$ cat src/rtl/core_sequencer.sv
// Multi-cycle fetch/decode/execute/memory/writeback control FSM for the RV32I core.
// Build option: define SEQ_ILLEGAL_TRAP_EN to trap on illegal opcodes instead of treating them as NOPs.
module core_sequencer #(
  parameter int unsigned TIMEOUT_CYCLES = 16,
  parameter int unsigned CNT_W          = 32
) (
  input  logic             clk,
  input  logic             rst_n,
  input  logic [6:0]       opcode,
  input  logic             branch_taken,
  input  logic             mem_ack,
  output logic             mem_req,
  output logic             mem_we,
  output logic             mem_addr_sel,
  output logic             ir_we,
  output logic             pc_we,
  output logic [1:0]       pc_sel,
  output logic             rf_we,
  output logic [1:0]       wb_sel,
  output logic             alu_a_sel,
  output logic             alu_b_sel,
  output logic             retire,
  output logic [CNT_W-1:0] instret,
  output logic             trap,
  output logic [1:0]       trap_cause
);

  localparam logic [6:0] OP_LUI    = 7'b0110111;
  localparam logic [6:0] OP_AUIPC  = 7'b0010111;
  localparam logic [6:0] OP_JAL    = 7'b1101111;
  localparam logic [6:0] OP_JALR   = 7'b1100111;
  localparam logic [6:0] OP_BRANCH = 7'b1100011;
  localparam logic [6:0] OP_LOAD   = 7'b0000011;
  localparam logic [6:0] OP_STORE  = 7'b0100011;
  localparam logic [6:0] OP_ALUI   = 7'b0010011;
  localparam logic [6:0] OP_ALU    = 7'b0110011;

  localparam int unsigned TO_W = $clog2(TIMEOUT_CYCLES + 1);

  typedef enum logic [2:0] {
    S_IDLE, S_FETCH, S_DECODE, S_EXEC, S_MEM, S_WB, S_TRAP
  } state_e;

  state_e           state_q, state_d;
  logic [6:0]       op_q, op_d;
  logic [TO_W-1:0]  to_cnt_q, to_cnt_d;
  logic [1:0]       cause_q, cause_d;
  logic [CNT_W-1:0] instret_q, instret_d;
  logic             timed_out;

  // Last waiting cycle of a bus phase; an ack on this same cycle still wins.
  assign timed_out = (to_cnt_q == TO_W'(TIMEOUT_CYCLES - 1));

  // NOTE: every signal driven here gets a default first so no path leaves it unassigned (no latches).
  always_comb begin
    state_d      = state_q;
    op_d         = op_q;
    cause_d      = cause_q;
    mem_req      = 1'b0;
    mem_we       = 1'b0;
    mem_addr_sel = 1'b0;
    ir_we        = 1'b0;
    pc_we        = 1'b0;
    pc_sel       = 2'd0;
    rf_we        = 1'b0;
    wb_sel       = 2'd0;
    alu_a_sel    = 1'b0;
    alu_b_sel    = 1'b0;
    retire       = 1'b0;
    trap         = 1'b0;

    unique case (state_q)
      S_IDLE: state_d = S_FETCH;

      S_FETCH: begin
        mem_req = 1'b1;
        if (mem_ack) begin
          ir_we   = 1'b1;
          state_d = S_DECODE;
        end else if (timed_out) begin
          state_d = S_TRAP;
          cause_d = 2'd2;
        end
      end

      S_DECODE: begin
        op_d    = opcode;
        state_d = S_EXEC;
      end

      S_EXEC: begin
        unique case (op_q)
          OP_ALU, OP_LUI, OP_JAL, OP_JALR: state_d = S_WB;
          OP_ALUI: begin
            alu_b_sel = 1'b1;
            state_d   = S_WB;
          end
          OP_AUIPC: begin
            alu_a_sel = 1'b1;
            alu_b_sel = 1'b1;
            state_d   = S_WB;
          end
          OP_LOAD, OP_STORE: begin
            alu_b_sel = 1'b1;
            state_d   = S_MEM;
          end
          OP_BRANCH: begin
            pc_we   = 1'b1;
            pc_sel  = branch_taken ? 2'd1 : 2'd0;
            retire  = 1'b1;
            state_d = S_FETCH;
          end
          default: begin
`ifdef SEQ_ILLEGAL_TRAP_EN
            state_d = S_TRAP;
            cause_d = 2'd1;
`else
            pc_we   = 1'b1;
            retire  = 1'b1;
            state_d = S_FETCH;
`endif
          end
        endcase
      end

      S_MEM: begin
        mem_req      = 1'b1;
        mem_addr_sel = 1'b1;
        alu_b_sel    = 1'b1;
        mem_we       = (op_q == OP_STORE);
        if (mem_ack) begin
          if (op_q == OP_STORE) begin
            pc_we   = 1'b1;
            retire  = 1'b1;
            state_d = S_FETCH;
          end else begin
            state_d = S_WB;
          end
        end else if (timed_out) begin
          state_d = S_TRAP;
          cause_d = 2'd2;
        end
      end

      S_WB: begin
        rf_we   = 1'b1;
        pc_we   = 1'b1;
        retire  = 1'b1;
        state_d = S_FETCH;
        unique case (op_q)
          OP_ALUI: alu_b_sel = 1'b1;
          OP_LOAD: wb_sel = 2'd1;
          OP_LUI:  wb_sel = 2'd2;
          OP_AUIPC: begin
            alu_a_sel = 1'b1;
            alu_b_sel = 1'b1;
          end
          OP_JAL: begin
            wb_sel = 2'd3;
            pc_sel = 2'd1;
          end
          OP_JALR: begin
            wb_sel = 2'd3;
            pc_sel = 2'd2;
          end
          default: ;
        endcase
      end

      S_TRAP: trap = 1'b1;

      default: state_d = S_IDLE;
    endcase

    if (state_d != state_q)
      to_cnt_d = '0;
    else if (state_q == S_FETCH || state_q == S_MEM)
      to_cnt_d = to_cnt_q + TO_W'(1);
    else
      to_cnt_d = to_cnt_q;

    instret_d = retire ? instret_q + CNT_W'(1) : instret_q;
  end

  // NOTE: state registers use non-blocking assignments so all flops update together at the edge.
  always_ff @(posedge clk or negedge rst_n) begin
    if (!rst_n) begin
      state_q   <= S_IDLE;
      op_q      <= '0;
      to_cnt_q  <= '0;
      cause_q   <= '0;
      instret_q <= '0;
    end else begin
      state_q   <= state_d;
      op_q      <= op_d;
      to_cnt_q  <= to_cnt_d;
      cause_q   <= cause_d;
      instret_q <= instret_d;
    end
  end

  assign instret    = instret_q;
  assign trap_cause = cause_q;

endmodule

$ cat config.mk
export PLATFORM = sky130hd
export DESIGN_NAME = core_sequencer
export DESIGN_NICKNAME = d
export VERILOG_FILES = /design/src/rtl/core_sequencer.sv
export SDC_FILE = /design/constraint.sdc
export NUM_CORES = 1
export LEC_CHECK = 0
export BUFFER_PORTS_ARGS = -buffer_cell sky130_fd_sc_hd__buf_4
export CAP_MARGIN = 20
export CORE_ASPECT_RATIO = 0.8
export CORE_MARGIN = 4
export CORE_UTILIZATION = 30
export CTS_CLUSTER_DIAMETER = 30
export CTS_CLUSTER_SIZE = 40
export DETAILED_ROUTE_END_ITERATION = 8
export PLACE_DENSITY = 0.59
export SLEW_MARGIN = 15
export SYNTH_ARGS = -nofsm -noshare
export SYNTH_HDL_FRONTEND = slang
export SYNTH_SLANG_ARGS = --single-unit
$ cat constraint.sdc
create_clock -name clk -period 1.8 [get_ports clk]
set_input_delay 0.09 -clock clk [delete_from_list [all_inputs] [get_ports clk]]
set_output_delay 0.09 -clock clk [all_outputs]
set_load 0.005 [all_outputs]
==> out/results.ini <==
[hold_path]
hold_class = in2reg
holdCritStartpoint = opcode[0]

[die]
core_area_mm2 = 0.00848
fp.dieW_um = 112
row_count = 30
ios = 59
start_util_pct = 30.8
dieArea_mm2 = 0.0103
die_h_um = 91.5

[clock_network]
numCtsBuffers = 5
root_buffer = clkbuf_8
h-tree-depth = 2
path_clk_slew_ns = 0.09
cts_buffer_depth = 2
clk_latency_ns = 0.30
cts_tree = done
clkSinkCount = 48

[synthesis]
seq_area_frac_synth_pct = 45.9
synth_fp_nets = 254
synth-seq-cells = 48
synthDistinctLibCells = 51
synth.avg_cell_area_um2 = 10.9
ys_async_sr_fraction_pct = 100
ys.flop_type = dfrtp_1
syn_area_mm2 = 0.00262
synth_enable_flop_cells = 0
yosys_warnings = 0
syn_inst = 240

[layout]
area_delta_synth_final_pct = 52.1
utilization_pct = 46.9
n_antenna_cell = 0
fin_area_mm2 = 0.00398
nNetsFinal = 357
layout-drive-gt1-share_pct = 49.7

[critical_path]
critPathCaptureType = output pin
r2r_start = op_q[3]
start_kind = flop
cp.arrival_ns = 1.94
crit_type = reg2out
crit_path_max_fanout = 3
cp-startpoint = op_q[3]
required_ns = 1.71

[grt]
grtUsageMet3_pct = 3.66
antenna_found_initial = 0
overflow = 0
grt_use_met1_pct = 18.1
grt_pass1_wl_um = 11600
use_met2_pct = 22.7
grt_pass1_vias = 2371
grt_max_degree = 49
grt_use_total_pct = 13.8
grt_most_used_layer = met2

[sta]
slew_viol_final = 0
layout_setup_ws_ns = -0.225
rsz0062_at_grt = yes
layout_min_cycle_time_ns = 2.03
fin_setup_tns_ns = -2.14
worst_slew_pin_slew_ns = 0.626
fmax_mhz = 494
timing.slew.headroom_pct = 58.3
setup_viol = 35
hold_violations = 0
skew_ns = 0.0104
post-route-period-util_pct = 113
whs_ns = 0.0167

[detailed_routing]
drt_wl_total_um = 7080
drt-pass1-iter-count = 4
num_vias = 2276
drc = 0
antenna_left = 0
wire_per_inst_um = 15.5
drt_first_iter_violations = 53
viasPerCell = 4.99

[placement]
dpl_cell_area_mm2 = 0.00344
gp_congestion = 0.791
port_buffers = 57
dp.final_hpwl_um = 4720

[power_and_ir_drop]
p_leak_uw = 0.00184
cellPowerDensity_mw_per_mm2 = 1110
irDropWorstVdd_v = 0.000545

[job]
max_cap_violations = 0

[outcome]
status = finished with violations
violations = setup timing

-- area by class of cell --
type	instances	area [um^2]
multi-input cells	178	1580
well taps	112	140
flip-flops and latches	48	1200
clock inverters	2	35.0
clock buffers	6	72.6
repair buffers	107	930
fillers	799	4510
inverters	3	11.3
-- layout by cell type, fill, tap and decap left out, types with 4 or more instances in the layout --
cell type | Yosys | routed
buf_6 | 2 | 7
dfrtp_1 | 48 | 46
buf_12 | 1 | 6
mux2_2 | 8 | 7
nand3_1 | 8 | 5
nand2_1 | 15 | 11
nor2_1 | 18 | 15
clkbuf_8 | 0 | 5
o211ai_2 | 10 | 6
nand2b_1 | 4 | 4
buf_4 | 2 | 91
nand4_1 | 9 | 9
o2111ai_4 | 0 | 4
o211ai_4 | 0 | 4
and3_1 | 11 | 11
o211ai_1 | 4 | 4
xnor2_1 | 31 | 28
-- synth_stat cells (4+ instances only) --
cell,instances,share of area (%)
nor2_1,18,2.6
nand2b_1,4,0.96
nand4_1,9,2.2
a21oi_1,4,0.77
dfrtp_1,48,46
xnor2_1,31,10
o2111ai_1,5,1.7
o211ai_2,10,4.8
nor3_1,5,0.96
mux2_2,8,3.4
nand3_1,8,1.5
nand2_1,15,2.2
and3_1,11,2.6
o211ai_1,4,1.1
-- registers in the layout (all words and copies together), names as in the netlist --
name,count
instret,32
op_q,7
to_cnt_q,5
state_q,3
trap_cause,1
-- timing repair --
action,4_1_cts,5_1_grt
cloned,3,1
gates resized for setup,22,37
pin swaps,23,35
hold buffers,1,0
endpoints found under the hold margin,48,0
endpoints found under the setup margin,34,48
buffers inserted,6,5
-- routing by layer --
metal	share of wire (%)	vias up
li1	-	1086
met1	44	1135
met2	51	50
met3	4.7	5
met4	0.59	0
met5	0	-
-- worst paths after layout --
check / endpoint / slack (ns) / depth (start not counted)
min: op_q[0] / 0.02 / 2
max: alu_b_sel / -0.23 / 6
min reg2reg: instret[31] / 0.48 / 1
min in group asynchronous: instret[21] / 0.34 / 2
max in group asynchronous: state_q[2] / 0.99 / 2
max reg2reg: instret[30] / -0.12 / 7
-- per-stage QoR --
step	worst slack, ns	std cells	power [uW]
detailed placement	-0.0643	435	3230
global route	-0.308	456	4750
finish	-0.225	456	4430
global placement	-0.0325	435	3190
CTS	-0.237	453	4240
floorplan	-0.0183	240	2460
-- kinds of logic after synthesis --
family                   synth area share (%)
adder cells (fa/ha/maj)                  1.44
other                                   0.143
buffers and inverters                    3.64
XOR/XNOR                                 11.4
flip-flops                               45.9
AND/OR/NAND/NOR                          20.0
multiplexers                             3.83
AO/OA/AOI/OAI                            13.6
-- where the power goes --
group | internal, uW | switching (uW) | total [uW]
registers | 1280 | 178 | 1460
logic | 1130 | 1060 | 2190
clock network | 413 | 361 | 774
-- critical path, stage by stage (launching register included) --
cell and delay [ns]:
dfrtp_1 0.39, or3_4 0.41, buf_6 0.13, or3_4 0.38
a21oi_2 0.12, or2_2 0.12, buf_4 0.10
Power figures use the tool's default switching activity.
